`src/rtl/coin_acceptor_if.sv`:
```
// Coin delivery handshake between the acceptor and the vending controller.
//   coin_valid : head of the coin queue is valid
//   coin_ready : controller accepts the head coin this cycle
//   coin_code  : 01=5c, 10=10c, 11=25c, 00 when coin_valid is low
// master = coin_acceptor side, slave = controller side.
interface coin_acceptor_if;
  logic       coin_valid;
  logic       coin_ready;
  logic [1:0] coin_code;

  modport master (
    output coin_valid,
    output coin_code,
    input  coin_ready
  );

  modport slave (
    input  coin_valid,
    input  coin_code,
    output coin_ready
  );
endinterface

```
`src/rtl/coin_acceptor.sv`:
```
// Coin acceptor front end: synchronises and debounces the raw optical sensor,
// measures debounced pulse width, classifies 5c/10c/25c or rejects, detects
// jams, queues accepted coins and delivers them over a valid/ready handshake.
// Ports:
//   clk, rst    : clock, synchronous active-high reset
//   coin_sense  : raw asynchronous sensor line, high while a coin passes
//   clr_total   : synchronous clear of total_cents
//   coin        : delivery handshake (master side)
//   reject      : one-cycle pulse, coin returned to user
//   jam         : high while a jam is in progress
//   fifo_count  : number of queued coins
//   total_cents : saturating sum of delivered coin values
module coin_acceptor #(
  parameter int unsigned DEB_CYC     = 4,
  parameter int unsigned NICKEL_MIN  = 8,
  parameter int unsigned NICKEL_MAX  = 15,
  parameter int unsigned DIME_MIN    = 16,
  parameter int unsigned DIME_MAX    = 31,
  parameter int unsigned QUARTER_MIN = 32,
  parameter int unsigned QUARTER_MAX = 63,
  parameter int unsigned JAM_CYC     = 255,
  parameter int unsigned FIFO_DEPTH  = 4
) (
  input  logic                            clk,
  input  logic                            rst,
  input  logic                            coin_sense,
  input  logic                            clr_total,
  coin_acceptor_if.master                 coin,
  output logic                            reject,
  output logic                            jam,
  output logic [$clog2(FIFO_DEPTH):0]     fifo_count,
  output logic [15:0]                     total_cents
);

  localparam int unsigned PtrW = $clog2(FIFO_DEPTH);
  localparam int unsigned DebW = $clog2(DEB_CYC + 1);
  localparam logic [PtrW:0] FullCnt = FIFO_DEPTH[PtrW:0];

  typedef enum logic [1:0] {StIdle, StMeasure, StClassify, StJam} state_e;

  // Input path
  logic [1:0]      sync_q;
  logic            deb_q;
  logic [DebW-1:0] deb_cnt_q;

  always_ff @(posedge clk) begin
    if (rst) begin
      sync_q    <= 2'b00;
      deb_q     <= 1'b0;
      deb_cnt_q <= '0;
    end else begin
      sync_q <= {sync_q[0], coin_sense};
      if (sync_q[1] != deb_q) begin
        // Level flips on the DEB_CYC-th consecutive disagreeing cycle.
        if (deb_cnt_q == DebW'(DEB_CYC - 1)) begin
          deb_q     <= sync_q[1];
          deb_cnt_q <= '0;
        end else begin
          deb_cnt_q <= deb_cnt_q + 1'b1;
        end
      end else begin
        deb_cnt_q <= '0;
      end
    end
  end

  // FIFO state and handshake
  logic [1:0]      mem_q [FIFO_DEPTH];
  logic [PtrW-1:0] rd_ptr_q, wr_ptr_q;
  logic [PtrW:0]   count_q;
  logic            pop, push, can_accept;

  assign coin.coin_valid = (count_q != '0);
  assign coin.coin_code  = coin.coin_valid ? mem_q[rd_ptr_q] : 2'b00;
  assign pop             = coin.coin_valid && coin.coin_ready;
  assign can_accept      = (count_q != FullCnt) || pop;
  assign fifo_count      = count_q;

  // Classification of the captured width
  state_e     state_q;
  logic [7:0] width_q;
  logic [1:0] class_code;

  always_comb begin
    class_code = 2'b00;
    if (width_q >= 8'(NICKEL_MIN) && width_q <= 8'(NICKEL_MAX)) begin
      class_code = 2'b01;
    end else if (width_q >= 8'(DIME_MIN) && width_q <= 8'(DIME_MAX)) begin
      class_code = 2'b10;
    end else if (width_q >= 8'(QUARTER_MIN) && width_q <= 8'(QUARTER_MAX)) begin
      class_code = 2'b11;
    end
  end

  assign push = (state_q == StClassify) && (class_code != 2'b00) && can_accept;

  // Measurement FSM; reject and jam are registered.
  always_ff @(posedge clk) begin
    if (rst) begin
      state_q <= StIdle;
      width_q <= '0;
      reject  <= 1'b0;
      jam     <= 1'b0;
    end else begin
      reject <= 1'b0;
      unique case (state_q)
        StIdle: begin
          // IDLE is only entered with the debounced level low, so level == edge.
          if (deb_q) begin
            state_q <= StMeasure;
            width_q <= 8'd1;
          end
        end
        StMeasure: begin
          if (!deb_q) begin
            state_q <= StClassify;
          end else if (width_q == 8'(JAM_CYC - 1)) begin
            width_q <= width_q + 8'd1;
            state_q <= StJam;
            jam     <= 1'b1;
          end else begin
            width_q <= width_q + 8'd1;
          end
        end
        StClassify: begin
          if (!push) begin
            reject <= 1'b1;
          end
          state_q <= StIdle;
        end
        StJam: begin
          if (!deb_q) begin
            state_q <= StIdle;
            jam     <= 1'b0;
            reject  <= 1'b1;
          end
        end
        default: state_q <= StIdle;
      endcase
    end
  end

  always_ff @(posedge clk) begin
    if (rst) begin
      for (int i = 0; i < FIFO_DEPTH; i++) begin
        mem_q[i] <= 2'b00;
      end
      rd_ptr_q <= '0;
      wr_ptr_q <= '0;
      count_q  <= '0;
    end else begin
      if (push) begin
        mem_q[wr_ptr_q] <= class_code;
        wr_ptr_q        <= wr_ptr_q + 1'b1;
      end
      if (pop) begin
        rd_ptr_q <= rd_ptr_q + 1'b1;
      end
      if (push && !pop) begin
        count_q <= count_q + 1'b1;
      end else if (pop && !push) begin
        count_q <= count_q - 1'b1;
      end
    end
  end

  // Running total
  logic [15:0] pop_val;
  logic [16:0] sum;

  always_comb begin
    pop_val = 16'd0;
    case (coin.coin_code)
      2'b01:   pop_val = 16'd5;
      2'b10:   pop_val = 16'd10;
      2'b11:   pop_val = 16'd25;
      default: pop_val = 16'd0;
    endcase
    sum = {1'b0, total_cents} + {1'b0, pop_val};
  end

  always_ff @(posedge clk) begin
    if (rst) begin
      total_cents <= 16'd0;
    end else if (clr_total) begin
      total_cents <= pop ? pop_val : 16'd0;
    end else if (pop) begin
      total_cents <= sum[16] ? 16'hffff : sum[15:0];
    end
  end

endmodule
```
`src/flat_wrapper.sv`:
```
// flat-port wrapper written by rule: the top's interface ports become plain ports
module coin_acceptor_flat 
#(
  parameter int unsigned DEB_CYC     = 4,
  parameter int unsigned NICKEL_MIN  = 8,
  parameter int unsigned NICKEL_MAX  = 15,
  parameter int unsigned DIME_MIN    = 16,
  parameter int unsigned DIME_MAX    = 31,
  parameter int unsigned QUARTER_MIN = 32,
  parameter int unsigned QUARTER_MAX = 63,
  parameter int unsigned JAM_CYC     = 255,
  parameter int unsigned FIFO_DEPTH  = 4
)
  (clk, rst, coin_sense, clr_total, reject, jam, fifo_count, total_cents, coin_coin_valid, coin_coin_code, coin_coin_ready);
  coin_acceptor_if coin_i ();
  input  logic clk;
  input  logic rst;
  input  logic coin_sense;
  input  logic clr_total;
  output logic reject;
  output logic jam;
  output logic [$clog2(FIFO_DEPTH):0] fifo_count;
  output logic [15:0] total_cents;
  output wire logic [$bits(coin_i.coin_valid)-1:0] coin_coin_valid;
  output wire logic [$bits(coin_i.coin_code)-1:0] coin_coin_code;
  input wire logic [$bits(coin_i.coin_ready)-1:0] coin_coin_ready;
  assign coin_coin_valid = coin_i.coin_valid;
  assign coin_coin_code = coin_i.coin_code;
  assign coin_i.coin_ready = coin_coin_ready;
  coin_acceptor #(.DEB_CYC(DEB_CYC), .NICKEL_MIN(NICKEL_MIN), .NICKEL_MAX(NICKEL_MAX), .DIME_MIN(DIME_MIN), .DIME_MAX(DIME_MAX), .QUARTER_MIN(QUARTER_MIN), .QUARTER_MAX(QUARTER_MAX), .JAM_CYC(JAM_CYC), .FIFO_DEPTH(FIFO_DEPTH)) u_core (.clk(clk), .rst(rst), .coin_sense(coin_sense), .clr_total(clr_total), .coin(coin_i), .reject(reject), .jam(jam), .fifo_count(fifo_count), .total_cents(total_cents));
endmodule
```
`config.mk`:
```
export PLATFORM = sky130hd
export DESIGN_NAME = coin_acceptor_flat
export DESIGN_NICKNAME = d
export VERILOG_FILES = /design/src/rtl/coin_acceptor_if.sv /design/src/rtl/coin_acceptor.sv /design/src/flat_wrapper.sv
export SDC_FILE = /design/constraint.sdc
export NUM_CORES = 1
export LEC_CHECK = 0
export CAP_MARGIN = 40
export CORE_MARGIN = 2
export CORE_UTILIZATION = 55
export CTS_BUF_LIST = sky130_fd_sc_hd__clkbuf_4
export DETAILED_ROUTE_END_ITERATION = 10
export PLACE_DENSITY = 0.78
export SYNTH_ARGS = -nofsm -noshare
export SYNTH_HDL_FRONTEND = slang
export SYNTH_SLANG_ARGS = --single-unit
export TNS_END_PERCENT = 30
```
`constraint.sdc`:
```
create_clock -name clk -period 3.26 [get_ports clk]
set_input_delay 0.652 -clock clk [delete_from_list [all_inputs] [get_ports clk]]
set_output_delay 0.652 -clock clk [all_outputs]
set_load 0.01 [all_outputs]
```
==> metrics.md <==
| Metric | Value |
|---|---|
| CP Launch Type | flop |
| First-pass GRT wire length | 8620 microns |
| Total grt overflow | 0 |
| Synth Area per Inst | between 9 and 10 sq um |
| Fin crit share | between 80% and 90% |
| RSZ-0062 raised after global routing | false |
| Critical Path Stages | 11 |
| Finished Layout Cells | 371 |
| CP Cell Sequence | mux4_2 -> nand2_1 -> inv_1 -> nor2_1 -> inv_1 -> fa_1 -> nor2b_1 -> o31a_1 -> o21a_2 -> nor2_1 -> a311oi_1 |
| Drt initial violations | about 100 |
| Most frequent cells in the layout | dfxtp_1 (43), clkdlybuf4s50_1 (28), nor2_1 (26), inv_1 (23) |
| Routed len/inst | roughly 14 microns |
| R2r setup slk | ~0.43 ns |
| Total core area | 4630 sq um |
| Status | completed |
| CP arrival | about 3.1 ns |
| Total Wirelength | between 5000 and 6000 microns |
| Number of global-route vias before repair | between 1,500 and 2,000 |
| Antenna Diode Count | 0 |
| Cell count after synthesis | ~290 |
| Fillers | slightly above 400 |
| GRT Total Usage | 20.7% |
| Total number of vias | 2,169 |
| Die H | 72.8 microns |
| Register area share after synthesis | 42.3% |
| Slew Viols, Final | 0 |
| Remaining DRCs | 0 |
| Final Hold Viols | 0 |
| Peak VDD IR | 0.269 mV |
| EDFF count, synth | 8 |
| CP Class | reg -> reg |
| Main flop type after synthesis | dfxtp_1 |
| Shortest period the worst path allows | 2.83 ns |
| Hold crit path type | reg -> reg |
| CP endpoint kind | flop |
| Initial antenna violation count | 0 |
| Nets | 334 |
| Fmax | 353 MHz |
| Max-cap violations | 0 |
| Number of port buffers | 28 |
| Leakage power | 1.10 nW |
| Crit path capture | u_core.total_cents[14] |
| Cells after DPL | 363 |
| Reg2reg path depth | 11 |
| CTS tree | yes |
| Layout Skew | 0.0225 ns |
| Simple-Gate Fraction of Synth Area | 21.7% |
| Yosys warning total | 0 |
| Share of layout cells above drive strength 1 | 7.89% |
| Seq cells post-synth | 51 |
| Largest net degree at the start of global routing | 19 |
| CP top delay family | compound AO/OA/AOI/OAI gates |
| Relative slew slack | 64.6% |
| CP max stage delay | 0.56 ns |
| Maximum root-to-sink buffer count | 2 |
| Worst-margin pin slew | 0.517 ns |
| Die area | 5300 sq um |
| Async SR Flop Fraction | 0% |
| Num rows | 25 |
| # setup viols final | 0 |
| Final core area utilization | roughly two thirds |
| Gpl congestion | between 0.8 and 0.9 |
| Area grow syn2layout | 15.4% |
| Main combinational cell family by area after synthesis | simple AND/OR/NAND/NOR gates |
| Drt pass-1 iters | 4 |
| Post-Synth XOR/XNOR Area | 3.03% |
| Post-synthesis compound-gate area fraction | 18.5% |
| DR vias/cell | 5.85 |
| Post-Synth Adder-Cell Area | under 10% |
| Post-detail-place hpwl | 3760 microns |
| Hold buffer count at CTS | 0 |
| # Post-CTS Setup Buffers | 0 |
| Reg2reg end | u_core.total_cents[14] |
| Fin Setup TNS | 0 ns |
| Power Density | about 520 nW/um^2 |
| Number of buffers and inverters on the critical path | 2 |
| Number of H-tree levels | 2 |
| Clk sinks | 51 |
| Ports | 29 |
| Slowest cell on crit path | mux4_2 |
| Initial core utilization | 56.3% |
| Clock slew at the register clock pins of the worst setup and hold paths | 0.16 ns |
| Cell Area, Synth | approximately 2600 sq um |
| Inserted Clock Buffers | 5 |
| Crit-path max FO | 7 |
| Worst EP required | 3.57 ns |
| Root buffer cell | clkbuf_4 |
| Clock Latency Late Sink | 0.38 ns |
| Commonest non-fill, non-tap cell in the layout | dfxtp_1 |
| Synthesized Nets | ~310 |
| Post-route ant nets | 0 |
| Mux cell area share after synthesis | 2.50% |
| # resized after CTS | 0 |
| Hold Slack | 0.438 ns |
| Yosys cell types | 56 |
| Die Width | 72.8 microns |
cells by family after synthesis:
| group | after synthesis |
|---|---|
| DFF | 51 |
| AOI/OAI and AO/OA | 75 |
| xor gates and xnor gates | 9 |
| adders and majority gates | 13 |
| and+or+nand+nor | 103 |
| muxes | 4 |
| buffers and inverters | 34 |
cells in the mapped netlist (5+ instances only):
cell type / n / area [sq um]
inv_1: 23 / 86.3
a31oi_1: 5 / 31.3
edfxtp_1: 8 / 240
ha_1: 11 / 138
nand2_1: 20 / 75.1
nor2_1: 26 / 97.6
dfxtp_1: 43 / 861
nor3_1: 13 / 65.1
nor2b_1: 5 / 31.3
o21ai_0: 10 / 50.1
nand3_1: 8 / 40.0
o21ai_1: 5 / 25.0
a21oi_1: 20 / 100
o21a_1: 5 / 37.5
clkbuf_1: 7 / 26.3
xnor2_1: 6 / 52.6
a211oi_1: 6 / 45.0
sequential cells by signal, summed over array words and instances, names as in the netlist, 3 cells and up, named ones only:
signal / cells
u_core.fifo_count: 3
u_core.total_cents: 16
u_core.width_q: 8
u_core.mem_q: 8
u_core.deb_cnt_q: 3
power breakdown:
group          switching, mW  internal, mW
Sequential            0.0435         0.680
Clock                  0.204         0.162
Combinational          0.233         0.234
how the worst min path moves through the flow:
stage | from | to | depth (start not counted)
2_1_floorplan | u_core.deb_cnt_q[0] | u_core.deb_cnt_q[0] | 1
5_1_grt | u_core.deb_cnt_q[0] | u_core.deb_cnt_q[0] | 1
3_3_place_gp | u_core.deb_cnt_q[0] | u_core.deb_cnt_q[0] | 1
6_report | u_core.deb_cnt_q[0] | u_core.deb_cnt_q[0] | 1
4_1_cts | u_core.deb_cnt_q[0] | u_core.deb_cnt_q[0] | 1
3_5_place_dp | u_core.deb_cnt_q[0] | u_core.deb_cnt_q[0] | 1
per-layer routing:
metal  wire length (microns)  global-route usage, %
met5                       0                      0
met4                      60                   5.76
met1                    2390                   27.0
met3                     195                   4.42
met2                    2480                   34.7
through the flow:
step / worst slack, ns / power (mW) / cell area (sq um)
3_5_place_dp: 0.425 / 1.20 / 2930
3_3_place_gp: 0.467 / 1.19 / 2930
5_1_grt: 0.193 / 1.65 / 3010
6_report: 0.431 / 1.56 / 3010
2_1_floorplan: 0.637 / 1.06 / 2610
4_1_cts: 0.417 / 1.57 / 3010
worst reg2reg max path, stage by stage, from the launching register on:
cell	delay, ns
dfxtp_1	0.40
mux4_2	0.56
nand2_1	0.15
inv_1	0.07
nor2_1	0.14
inv_1	0.08
fa_1	0.43
nor2b_1	0.18
o31a_1	0.20
o21a_2	0.24
nor2_1	0.08
a311oi_1	0.25
final cells by class:
cell class	count	area (sq um)	share of cell area [%]
multi-input cells	204	1370	45.5
flip-flops and latches	51	1100	36.6
repair buffers	31	303	10.1
inverters	23	86.3	2.87
well taps	54	67.6	2.25
clock inverters	3	43.8	1.46
clock buffers	5	37.5	1.25
No activity file was read; power rests on OpenSTA's default activity.
==> patch 1 (same flow settings) <==
The 4 states of `state_e` get a one-hot encoding in 4 bits.
--- a/src/rtl/coin_acceptor.sv
+++ b/src/rtl/coin_acceptor.sv
@@ -36,7 +36,7 @@
   localparam int unsigned DebW = $clog2(DEB_CYC + 1);
   localparam logic [PtrW:0] FullCnt = FIFO_DEPTH[PtrW:0];
 
-  typedef enum logic [1:0] {StIdle, StMeasure, StClassify, StJam} state_e;
+  typedef enum logic [3:0] {StIdle = 4'b0001, StMeasure = 4'b0010, StClassify = 4'b0100, StJam = 4'b1000} state_e;
 
   // Input path
   logic [1:0]      sync_q;
Function: same outputs for any inputs over 10 cycles, from zero or initial values and one cycle with rst high; not proved beyond that.
==> patch 1 against the unedited design <==
Cell area grew 5.7%. Power is 9.6% higher. Synthesized area grew 5.8%. Sequential cell count up 2. Worst setup slack got worse by 0.15 ns. Final cell count is 6.7% higher. Combinational power grew 21%. Clock skew is 0.011 ns lower. Wire length grew 9.0%. Global-route usage rose by 0.96 points.
==> patch 1: results (changes against the unedited design) <==
\begin{tabular}{lr}
\hline
Metric & Value \\
\hline
\multicolumn{2}{l}{\textbf{Detailed routing}} \\
\quad Drt via density & 5.75 (was 5.85) \\
\quad Met1 wire length & 2630 um (was 2390 um) \\
\quad Violation count after the first detailed-route iteration & 123 (was 98) \\
\quad Routed met3 length & 162 um (was 195 um) \\
\quad Routed Wire Length & 5580 um (was 5120 um) \\
\multicolumn{2}{l}{\textbf{Pwr}} \\
\quad Sequential share of power & 45.6\% (was 46.5\%) \\
\quad Sequential cell power & 0.000777 W (was 0.000723 W) \\
\quad Proportion of power drawn by the clock network & 21.3\% (was 23.5\%) \\
\quad Worst IR Drop VDD & 0.000252 V (was 0.000269 V) \\
\multicolumn{2}{l}{\textbf{Timing}} \\
\quad Period utilization & 91.5\% (was 86.8\%) \\
\quad Worst relative slew slack & 53.9\% (was 64.6\%) \\
\quad Clk\_skew & 0.0112 ns (was 0.0225 ns) \\
\multicolumn{2}{l}{\textbf{Final layout}} \\
\quad Final standard cell count with taps included and fillers excluded & 396 (was 371) \\
\quad Fraction of final layout cells with drive strength greater than 1 & 10.0\% (was 7.89\%) \\
\multicolumn{2}{l}{\textbf{Synthesis}} \\
\quad Top cells by count, synth & dfxtp\_1 (45), nor2\_1 (38), a21oi\_1 (21) (was dfxtp\_1 (43), nor2\_1 (26), inv\_1 (23)) \\
\quad Post-Syn Nets & 317 (was 307) \\
\multicolumn{2}{l}{\textbf{Global routing}} \\
\quad Number of global-route vias before repair & 2082 (was 1921) \\
\quad Wire length of the first global-routing pass & 9520 um (was 8620 um) \\
\quad Total track usage & 21.6\% (was 20.7\%) \\
\quad Met2 Track Usage GR & 35.0\% (was 34.7\%) \\
\multicolumn{2}{l}{\textbf{Placement}} \\
\quad Pre-CTS WS & 0.240 ns (was 0.425 ns) \\
\quad Final weighted congestion in routability-driven placement & 0.902 (was 0.828) \\
\quad Total placed instance area & 3090 sq um (was 2930 sq um) \\
\multicolumn{2}{l}{\textbf{Worst setup path}} \\
\quad Crit path DAT & 3.24 ns (was 3.14 ns) \\
\quad R2r worst-path depth & 12 (was 11) \\
\quad Register-to-Register Setup Slack & 0.28 ns (was 0.43 ns) \\
\multicolumn{2}{l}{\textbf{Outcome}} \\
\quad Run status & finished clean (unchanged) \\
\hline
\end{tabular}
==> patch 1: cell types whose count changed in the layout (fill, tap and decap cells not counted), sizes merged, moves of 4 or more <==
cell   delta
nor2     +12
nand2     -9
o21a      -6
nand3     -4
or3       +4
xor2      +4
==> patch 1: cells by family (layout without fill, tap and decap cells) <==
family	after synthesis	in the layout	share of synthesized area, %
flops	53	53	41.4
fa+ha+maj	13	13	6.45
compound gates	76	76	18.3
simple gates	111	111	22.7
mux	4	4	2.36
buf+inv	31	61	5.31
xor+xnor	11	11	3.50
==> patch 1: final cells by class <==
type                       count  share of cell area, %
sequential                    53                   35.9
multi-input combinational    215                   46.5
timing repair buffer          34                   10.2
clock buffer                   5                   1.18
inverter                      19                   2.24
tap                           67                   2.64
clock inverter                 3                   1.30
==> patch 1: what timing repair did <==
action	in CTS	in global routing
resized for setup	0	4
endpoints found under the hold margin	0	0
endpoints found under the setup margin	0	10
==> patch 2 (config.mk and constraints unchanged) <==
Made on the original files. `FIFO_DEPTH` is set to 4 in 2 places; all go to 16.
--- a/src/rtl/coin_acceptor.sv
+++ b/src/rtl/coin_acceptor.sv
@@ -19,7 +19,7 @@
   parameter int unsigned QUARTER_MIN = 32,
   parameter int unsigned QUARTER_MAX = 63,
   parameter int unsigned JAM_CYC     = 255,
-  parameter int unsigned FIFO_DEPTH  = 4
+  parameter int unsigned FIFO_DEPTH  = 16
 ) (
   input  logic                            clk,
   input  logic                            rst,
--- a/src/flat_wrapper.sv
+++ b/src/flat_wrapper.sv
@@ -9,7 +9,7 @@
   parameter int unsigned QUARTER_MIN = 32,
   parameter int unsigned QUARTER_MAX = 63,
   parameter int unsigned JAM_CYC     = 255,
-  parameter int unsigned FIFO_DEPTH  = 4
+  parameter int unsigned FIFO_DEPTH  = 16
 )
   (clk, rst, coin_sense, clr_total, reject, jam, fifo_count, total_cents, coin_coin_valid, coin_coin_code, coin_coin_ready);
   coin_acceptor_if coin_i ();
Interface: changed (resized fifo_count); port bits go from 29 to 31. No check against the original RTL was run, so the function may have changed too.
==> patch 2 against the unedited design <==
Wire length rose by 70%. Power rose by 76%. Combinational power rose by 85%. Sequential cell count rose by 32. Cell area rose by 62%. Final cell count rose by 50%. Highest routed layer unchanged. Worst setup slack got worse by 0.34 ns. Synthesized area rose by 62%.
==> patch 2: results (changes against the unedited design) <==
\begin{tabular}{lr}
\hline
Metric & Value \\
\hline
\multicolumn{2}{l}{\textbf{Outcome}} \\
\quad Run status & finished clean (unchanged) \\
\multicolumn{2}{l}{\textbf{Worst setup path}} \\
\quad Crit path DAT & 3.47 ns (was 3.14 ns) \\
\quad Slowest Stage Delay on Critical Path & 0.49 ns (was 0.56 ns) \\
\quad R2r worst-path depth & 12 (was 11) \\
\multicolumn{2}{l}{\textbf{Final layout}} \\
\quad Clock buffer and inverter area fraction after layout & 3.34\% (was 2.70\%) \\
\quad Total area of multi-input combinational cells & 2130 sq um (was 1370 sq um) \\
\quad Logic inverters & 20 (was 23) \\
\quad Layout buffering overhead excluding clock cells & 8.02\% (was 10.1\%) \\
\quad Final standard cell count with taps included and fillers excluded & 555 (was 371) \\
\quad Area used by sequential logic in the layout & 1980 sq um (was 1100 sq um) \\
\quad Seq/total area & 40.8\% (was 36.6\%) \\
\multicolumn{2}{l}{\textbf{CTS}} \\
\quad Sinks on Clock Net & 83 (was 51) \\
\multicolumn{2}{l}{\textbf{Synthesis}} \\
\quad Number of flops mapped to enable cells by yosys & 32 (was 8) \\
\quad Multiplexer share of the synthesized area & 5.21\% (was 2.50\%) \\
\quad Post-Synth Adder-Cell Area & 6.57\% (was 6.82\%) \\
\quad Post-Synth XOR/XNOR Area & 2.90\% (was 3.03\%) \\
\quad Sequential element share of the synthesized area & 46.9\% (was 42.3\%) \\
\multicolumn{2}{l}{\textbf{Timing}} \\
\quad Least-Margin Pin Slew & 0.901 ns (was 0.517 ns) \\
\quad F\_max & 0.315 GHz (was 0.353 GHz) \\
\quad Clk\_skew & 0.0228 ns (was 0.0225 ns) \\
\multicolumn{2}{l}{\textbf{Placement}} \\
\quad Final weighted congestion in routability-driven placement & 0.883 (was 0.828) \\
\multicolumn{2}{l}{\textbf{Global routing}} \\
\quad Wire length of the first global-routing pass & 14800 um (was 8620 um) \\
\multicolumn{2}{l}{\textbf{Pwr}} \\
\quad Cell leakage power & 1.80 nW (was 1.10 nW) \\
\quad Worst IR Drop VDD & 0.000301 V (was 0.000269 V) \\
\quad Pwr Total & 0.00274 W (was 0.00156 W) \\
\multicolumn{2}{l}{\textbf{Detailed routing}} \\
\quad Violation count after the first detailed-route iteration & 257 (was 98) \\
\quad Routed Wire Length & 8720 um (was 5120 um) \\
\hline
\end{tabular}
patch 2: changes by cell type after synthesis, moves of 5 or more:
cell	before	now
nor2_1	26	66
nor2b_1	5	10
dfxtp_1	43	51
edfxtp_1	8	32
mux4_2	2	8
a21o_1	4	21
nor3_1	13	4
ha_1	11	19
patch 2: how the worst max path moves through the flow:
stage | from | end
floorplan | flop | u_core.total_cents[4]$_SDFFE_PP0P_
global placement | flop | u_core.total_cents[5]$_SDFFE_PP0P_
detailed placement | flop | u_core.total_cents[5]$_SDFFE_PP0P_
CTS | flop | u_core.total_cents[10]$_SDFFE_PP0P_
global route | flop | u_core.total_cents[4]$_SDFFE_PP0P_
finish | flop | u_core.total_cents[4]$_SDFFE_PP0P_
patch 2: per-layer routing:
layer	part of all wire [%]	wire [um]	up-vias	global-route usage, %
li1	-	-	1591	-
met1	45	3910	1521	29.4
met2	50	4360	69	36.6
met3	3.8	335	13	3.12
met4	1.3	116	0	9.09
met5	0	0	-	0
